==> src/rtl/sk6812_frame_sequencer_if.sv <==
// Pixel-store read port between the SK6812 frame sequencer (master) and the pixel memory (slave).
// Handshake: PixRdo is a one-cycle read strobe with PixAddro; PixDatai is valid exactly one cycle later, with no backpressure.
interface sk6812_frame_sequencer_if #(
    parameter int AW = 3
);
    logic          PixRdo;
    logic [AW-1:0] PixAddro;
    logic [31:0]   PixDatai;

    modport master (output PixRdo, output PixAddro, input PixDatai);
    modport slave  (input PixRdo, input PixAddro, output PixDatai);
endinterface

==> src/rtl/sk6812_frame_sequencer.sv <==
// Streams NUM_LEDS pixel words from a 1-cycle-latency store onto the SK6812 data line,
// then holds the line low for the latch time; back-to-back requests collapse into one pending frame.
module sk6812_frame_sequencer #(
    parameter int NUM_LEDS = 8,
    parameter int BPP      = 24,
    parameter int BIT_CYC  = 60,
    parameter int T0H_CYC  = 14,
    parameter int T1H_CYC  = 29,
    parameter int RST_CYC  = 4000,
    parameter int AW       = (NUM_LEDS > 1) ? $clog2(NUM_LEDS) : 1
) (
    input  logic                            SYSCLK1,
    input  logic                            PllLocked,
    input  logic                            Starti,
    sk6812_frame_sequencer_if.master        pix,
    output logic                            SK6812o,
    output logic                            Busyo,
    output logic                            FrameDoneo,
    output logic [2:0]                      state_dbg
);

    localparam int CW = (BIT_CYC > 1) ? $clog2(BIT_CYC) : 1;
    localparam int RW = (RST_CYC > 1) ? $clog2(RST_CYC) : 1;

    localparam logic [CW-1:0] CYC_TOP  = CW'(BIT_CYC - 1);
    localparam logic [CW-1:0] T0H_LEN  = CW'(T0H_CYC);
    localparam logic [CW-1:0] T1H_LEN  = CW'(T1H_CYC);
    localparam logic [RW-1:0] LAT_TOP  = RW'(RST_CYC - 1);
    localparam logic [5:0]    BIT_TOP  = 6'(BPP - 1);
    localparam logic [AW-1:0] LAST_LED = AW'(NUM_LEDS - 1);

    // The prefetched word lands two clocks after the last bit starts, so a bit must outlast that.
    if ((BPP != 24 && BPP != 32) || NUM_LEDS < 1 || BIT_CYC < 4 ||
        T0H_CYC >= T1H_CYC || T1H_CYC >= BIT_CYC || RST_CYC < 1) begin : g_bad_params
        $error("sk6812_frame_sequencer: illegal parameter set");
    end

    typedef enum logic [2:0] {
        IDLE  = 3'd0,
        FETCH = 3'd1,
        LOAD  = 3'd2,
        SEND  = 3'd3,
        LATCH = 3'd4
    } state_t;

    state_t        state;
    logic          pending;
    logic          rd_q;
    logic [31:0]   shift;
    logic [31:0]   hold;
    logic [5:0]    bit_cnt;
    logic [CW-1:0] cyc_cnt;
    logic [AW-1:0] led_cnt;
    logic [RW-1:0] lat_cnt;
    logic [CW-1:0] hi_len;

    assign hi_len    = shift[BPP-1] ? T1H_LEN : T0H_LEN;
    assign state_dbg = state;

    always_ff @(posedge SYSCLK1 or negedge PllLocked) begin
        if (!PllLocked) begin
            state        <= IDLE;
            pending      <= 1'b0;
            rd_q         <= 1'b0;
            shift        <= '0;
            hold         <= '0;
            bit_cnt      <= '0;
            cyc_cnt      <= '0;
            led_cnt      <= '0;
            lat_cnt      <= '0;
            SK6812o      <= 1'b0;
            Busyo        <= 1'b0;
            FrameDoneo   <= 1'b0;
            pix.PixRdo   <= 1'b0;
            pix.PixAddro <= '0;
        end else begin
            pix.PixRdo <= 1'b0;
            FrameDoneo <= 1'b0;
            rd_q       <= pix.PixRdo;
            if (rd_q) begin
                hold <= pix.PixDatai;
            end
            if (Starti && state != IDLE) begin
                pending <= 1'b1;
            end

            case (state)
                IDLE: begin
                    if (Starti) begin
                        state        <= FETCH;
                        Busyo        <= 1'b1;
                        pix.PixRdo   <= 1'b1;
                        pix.PixAddro <= '0;
                    end
                end

                FETCH: begin
                    state <= LOAD;
                end

                LOAD: begin
                    shift   <= pix.PixDatai;
                    bit_cnt <= BIT_TOP;
                    led_cnt <= '0;
                    cyc_cnt <= '0;
                    state   <= SEND;
                end

                SEND: begin
                    SK6812o <= (cyc_cnt < hi_len);
                    // Fetch the next LED's word while its predecessor's last bit is on the wire.
                    if (bit_cnt == 6'd0 && cyc_cnt == '0 && led_cnt != LAST_LED) begin
                        pix.PixRdo   <= 1'b1;
                        pix.PixAddro <= led_cnt + AW'(1);
                    end
                    if (cyc_cnt == CYC_TOP) begin
                        cyc_cnt <= '0;
                        if (bit_cnt == 6'd0) begin
                            if (led_cnt == LAST_LED) begin
                                lat_cnt <= '0;
                                state   <= LATCH;
                            end else begin
                                shift   <= hold;
                                led_cnt <= led_cnt + AW'(1);
                                bit_cnt <= BIT_TOP;
                            end
                        end else begin
                            shift   <= shift << 1;
                            bit_cnt <= bit_cnt - 6'd1;
                        end
                    end else begin
                        cyc_cnt <= cyc_cnt + CW'(1);
                    end
                end

                LATCH: begin
                    SK6812o <= 1'b0;
                    if (lat_cnt == LAT_TOP) begin
                        FrameDoneo <= 1'b1;
                        // A request landing on the final latch clock still chains the next frame.
                        if (pending || Starti) begin
                            pending      <= 1'b0;
                            state        <= FETCH;
                            pix.PixRdo   <= 1'b1;
                            pix.PixAddro <= '0;
                        end else begin
                            Busyo <= 1'b0;
                            state <= IDLE;
                        end
                    end else begin
                        lat_cnt <= lat_cnt + RW'(1);
                    end
                end

                default: begin
                    state <= IDLE;
                end
            endcase
        end
    end

endmodule

==> src/flat_wrapper.sv <==
// flat-port wrapper written by rule: the top's interface ports become plain ports
module sk6812_frame_sequencer_flat 
#(
    parameter int NUM_LEDS = 8,
    parameter int BPP      = 24,
    parameter int BIT_CYC  = 60,
    parameter int T0H_CYC  = 14,
    parameter int T1H_CYC  = 29,
    parameter int RST_CYC  = 4000,
    parameter int AW       = (NUM_LEDS > 1) ? $clog2(NUM_LEDS) : 1
)
  (SYSCLK1, PllLocked, Starti, SK6812o, Busyo, FrameDoneo, state_dbg, pix_PixRdo, pix_PixAddro, pix_PixDatai);
  sk6812_frame_sequencer_if #(.AW(AW)) pix_i ();
  input  logic SYSCLK1;
  input  logic PllLocked;
  input  logic Starti;
  output logic SK6812o;
  output logic Busyo;
  output logic FrameDoneo;
  output logic [2:0] state_dbg;
  output wire logic [$bits(pix_i.PixRdo)-1:0] pix_PixRdo;
  output wire logic [$bits(pix_i.PixAddro)-1:0] pix_PixAddro;
  input wire logic [$bits(pix_i.PixDatai)-1:0] pix_PixDatai;
  assign pix_PixRdo = pix_i.PixRdo;
  assign pix_PixAddro = pix_i.PixAddro;
  assign pix_i.PixDatai = pix_PixDatai;
  sk6812_frame_sequencer #(.NUM_LEDS(NUM_LEDS), .BPP(BPP), .BIT_CYC(BIT_CYC), .T0H_CYC(T0H_CYC), .T1H_CYC(T1H_CYC), .RST_CYC(RST_CYC), .AW(AW)) u_core (.SYSCLK1(SYSCLK1), .PllLocked(PllLocked), .Starti(Starti), .pix(pix_i), .SK6812o(SK6812o), .Busyo(Busyo), .FrameDoneo(FrameDoneo), .state_dbg(state_dbg));
endmodule
==> config.mk <==
export PLATFORM = sky130hd
export DESIGN_NAME = sk6812_frame_sequencer_flat
export DESIGN_NICKNAME = d
export VERILOG_FILES = /design/src/rtl/sk6812_frame_sequencer_if.sv /design/src/rtl/sk6812_frame_sequencer.sv /design/src/flat_wrapper.sv
export SDC_FILE = /design/constraint.sdc
export NUM_CORES = 1
export LEC_CHECK = 0
export CORE_UTILIZATION = 35
export CTS_BUF_LIST = sky130_fd_sc_hd__clkbuf_8
export DETAILED_ROUTE_END_ITERATION = 10
export PLACE_DENSITY = 0.52
export SLEW_MARGIN = 20
export SYNTH_ARGS = -nofsm -noshare
export SYNTH_HDL_FRONTEND = slang
export SYNTH_SLANG_ARGS = --single-unit
==> constraint.sdc <==
create_clock -name SYSCLK1 -period 1.9 [get_ports SYSCLK1]
set_input_delay 0.475 -clock SYSCLK1 [delete_from_list [all_inputs] [get_ports SYSCLK1]]
set_output_delay 0.475 -clock SYSCLK1 [all_outputs]
set_load 0.03 [all_outputs]
==> results.py <==
metrics = {
    "run_status": {
        "outcome": "finished, violations left",
        "violations": "setup timing",
    },
    "clock_network": {
        "tritoncts_num_sinks": 87,
        "clock_latency_ns": 0.38,
        "ctsHtreeMaxLevel": 3,
        "ctsHoldBuffers": 0,
        "tritoncts.num_buffers": 9,
        "cts.reportedPaths.clkPinSlew_ns": 0.08,
        "cts_max_path_buffers": 2,
        "clk_root_buffer_cell": "clkbuf_8",
        "cts_tree": "yes",
    },
    "floorplan": {
        "row_count": 40,
        "die_area_um2": 12700,
        "start_util": 0.358,
        "core_area_um2": 12000,
        "boundaryPins": 45,
        "die_height_um": 113,
        "floorplan.die.width_um": 113,
    },
    "worst_setup_path": {
        "critPathKind": "flip-flop to flip-flop",
        "timing.critical_path.cells": "ha_2 -> ha_4 -> or4b_4 -> nor4_4 -> a221o_2 -> mux2_1",
        "crit_family": "simple AND/OR/NAND/NOR gates",
        "path_buf_inv": 0,
        "cp_max_fo": 4,
        "critPathArrivalTime_ns": 2.33,
        "critical_path.endpoint_type": "flip-flop",
        "critical_path.slowest_cell": "or4b_4",
        "timing.critical_path.slowest_cell_delay_ns": 0.49,
        "critical_path.startpoint_type": "flip-flop",
        "crit_required_ns": 2.16,
    },
    "yosys": {
        "main_area_contributors_after_synthesis": "dfrtp_1, nand2_1, mux2_2",
        "gate_count_of_the_mapped_netlist": 451,
        "synthFlopType": "dfrtp_1",
        "post_synthesis_net_count": 495,
        "synth_seq_area_share": 0.506,
        "ys_async_sr_fraction": 1.00,
        "synth_top_area_cell": "dfrtp_1",
        "post_synth_num_cell_types": 48,
        "synth-warning-count": 0,
        "synth_edf_count": 0,
        "synth_top_area_frac": 0.506,
        "ys_ff_latch": 87,
        "syn_area_um2": 4310,
        "postSynthAreaPerCell_um2": 9.55,
    },
    "final_layout": {
        "multi_input_comb_area_um2": 2140,
        "num-fill-cells": 1161,
        "diodes": 0,
        "areaGrowthSynthToFinish_pct": 33.9,
        "drive_gt1_frac": 0.282,
        "nets": 589,
        "ff_latch_area_um2": 2180,
    },
    "routing": {
        "dr_total_vias": 3606,
        "drt_first_pass_iters": 4,
        "vias_per_cell": 5.18,
        "drtAntennaViolNets": 0,
        "totalWireLength_mm": 10.4,
        "dr.first_iter.drc_count": 197,
        "detail_route.drc_violations": 0,
        "post_drt_wl_per_cell_um": 15.0,
    },
    "global_routing": {
        "largest_net_degree_at_the_start_of_global_routing": 88,
        "globalRoute.totalOverflow": 0,
        "global_route.usage.total": 0.178,
        "first_global_vias": 3535,
        "grt_first_pass_wirelength_mm": 17.6,
        "antenna_violations_before_repair": 0,
    },
    "pwr": {
        "power.ir.vdd_worst_v": 0.000325,
        "power.leakage_nw": 2.72,
        "finalPower_w": 0.00348,
        "power_per_cell_area_nw_per_um2": 603,
    },
    "sta": {
        "setup-tns-final_ns": -0.594,
        "clock_skew_ns": 0.0133,
        "maxClockFrequency_mhz": 484,
        "worst_slew_margin_rel": 0.665,
        "layout_min_cycle_time_ns": 2.07,
        "grt_setup_unrepaired": "true",
        "timing_hold_violations_final": 0,
        "fin_crit_sh": 1.09,
        "timing.final.max_slew_violations": 0,
        "post_layout_worst_setup_margin_ns": -0.168,
        "final_setup_violation_count": 14,
        "worst-slew-pin-transition_ns": 0.502,
    },
    "place": {
        "place.gp.congestion": 0.771,
        "place_hpwl_mm": 6.68,
        "placement.io_buffers": 36,
    },
    "worst_hold_path": {
        "hold_path_class": "primary input to asynchronous set/reset pin",
    },
    "job": {
        "drv.max_cap_violation_count": 0,
    },
}
report_power, final:
part	switching (W)	leakage, nW	internal, W
combinational	0.0000776	1.51	0.0000826
clock	0.000694	0.111	0.000734
sequential	0.0000133	1.10	0.00188
final cells by class:
cell class / count / area share
well taps: 147 / 0.0319
multi-input cells: 330 / 0.372
clock buffers: 9 / 0.0215
flip-flops and latches: 87 / 0.378
clock inverters: 6 / 0.0150
repair buffers: 108 / 0.176
inverters: 9 / 0.00586
stage by stage:
stage / util / area, µm² / setup slack [ns] / cells / hold slack [ns]
2_1_floorplan: - / 4350 / -0.109 / 451 / 0.179
3_3_place_gp: 0.437 / 5250 / -0.188 / 664 / 0.388
3_5_place_dp: 0.437 / 5250 / -0.210 / 664 / 0.383
4_1_cts: 0.461 / 5540 / -0.174 / 686 / 0.150
5_1_grt: 0.480 / 5760 / -0.237 / 696 / 0.168
6_report: 0.480 / 5760 / -0.168 / 696 / 0.117
Yosys cell counts (all sizes together), types with 5 or more instances:
master and count:
and3 27, o31ai 5, a21oi 8, nand3 13, inv 9, buf 12
nand4 7, dfrtp 87, clkbuf 13, a31oi 8, nor2 18, nand2 88
o21ai 74, ha 9, mux2 30
metal layers:
| metal | GRT usage | part of all wire | wire, µm | vias up |
|---|---|---|---|---|
| met4 | 0.0772 | 0.017 | 180 | 0 |
| met2 | 0.278 | 0.46 | 4770 | 41 |
| met3 | 0.0370 | 0.028 | 290 | 12 |
| met5 | 0 | 0 | 0 | - |
| li1 | - | - | - | 1785 |
| met1 | 0.239 | 0.50 | 5170 | 1768 |
cell usage in the layout (no fill, tap or decap), types with 3 or more instances in the layout:
master           Yosys  layout
mux2_4               0       5
dfrtp_1             87      86
nand4_1              7       7
clkbuf_8             0       9
ha_1                 9       5
nor2_1              18      17
buf_6                0       5
inv_1                9       8
buf_12               0       4
or3_1                3       3
dlygate4sd2_1        0       6
nor3_1               3       3
nand2_1             87      86
clkdlybuf4s50_1      0      25
and3_1              27      27
buf_4                0      61
nand2b_1             4       4
o21ai_1             29      37
a31oi_1              8       8
o21ai_2              1       7
mux2_2              24      24
nand3_1             13      11
o31ai_1              5       5
o21ai_0             44      29
a21oi_1              7       6
ha_2                 0       3
cells by family after synthesis:
kind of cell | count (synthesis) | share of synthesized area
adder cells (fa/ha/maj) | 9 | 0.0262
AO/OA/AOI/OAI | 112 | 0.153
multiplexers | 30 | 0.0785
buffers and inverters | 34 | 0.0331
AND/OR/NAND/NOR | 179 | 0.203
flip-flops | 87 | 0.506
state kept, by name, summed over array words and instances (netlist names), 3 cells and up:
signal / count
u_core.hold: 24
u_core.shift: 24
u_core.lat_cnt: 12
u_core.bit_cnt: 6
u_core.cyc_cnt: 6
u_core.led_cnt: 3
u_core.pix.PixAddro: 3
u_core.state_dbg: 3
what timing repair did:
item,4_1_cts,5_1_grt
pin swaps,4,20
cloned,0,2
resized for setup,14,47
endpoints found under the setup margin,43,42
setup buffers,7,9
worst paths after layout:
check	end	slack, ns	depth (start not counted)	from
worst max register to register	u_core.pix.PixAddro[0]	-0.17	6	u_core.led_cnt[1]
worst max-delay path	u_core.pix.PixAddro[0]	-0.17	6	u_core.led_cnt[1]
min in group SYSCLK1	u_core.rd_q	0.37	0	u_core.pix.PixRdo
worst min-delay path	u_core.state_dbg[0]	0.12	2	PllLocked
worst min register to register	u_core.rd_q	0.37	0	u_core.pix.PixRdo
max in group asynchronous	u_core.cyc_cnt[5]	1.38	2	PllLocked
(Power assumes the default switching activity.)
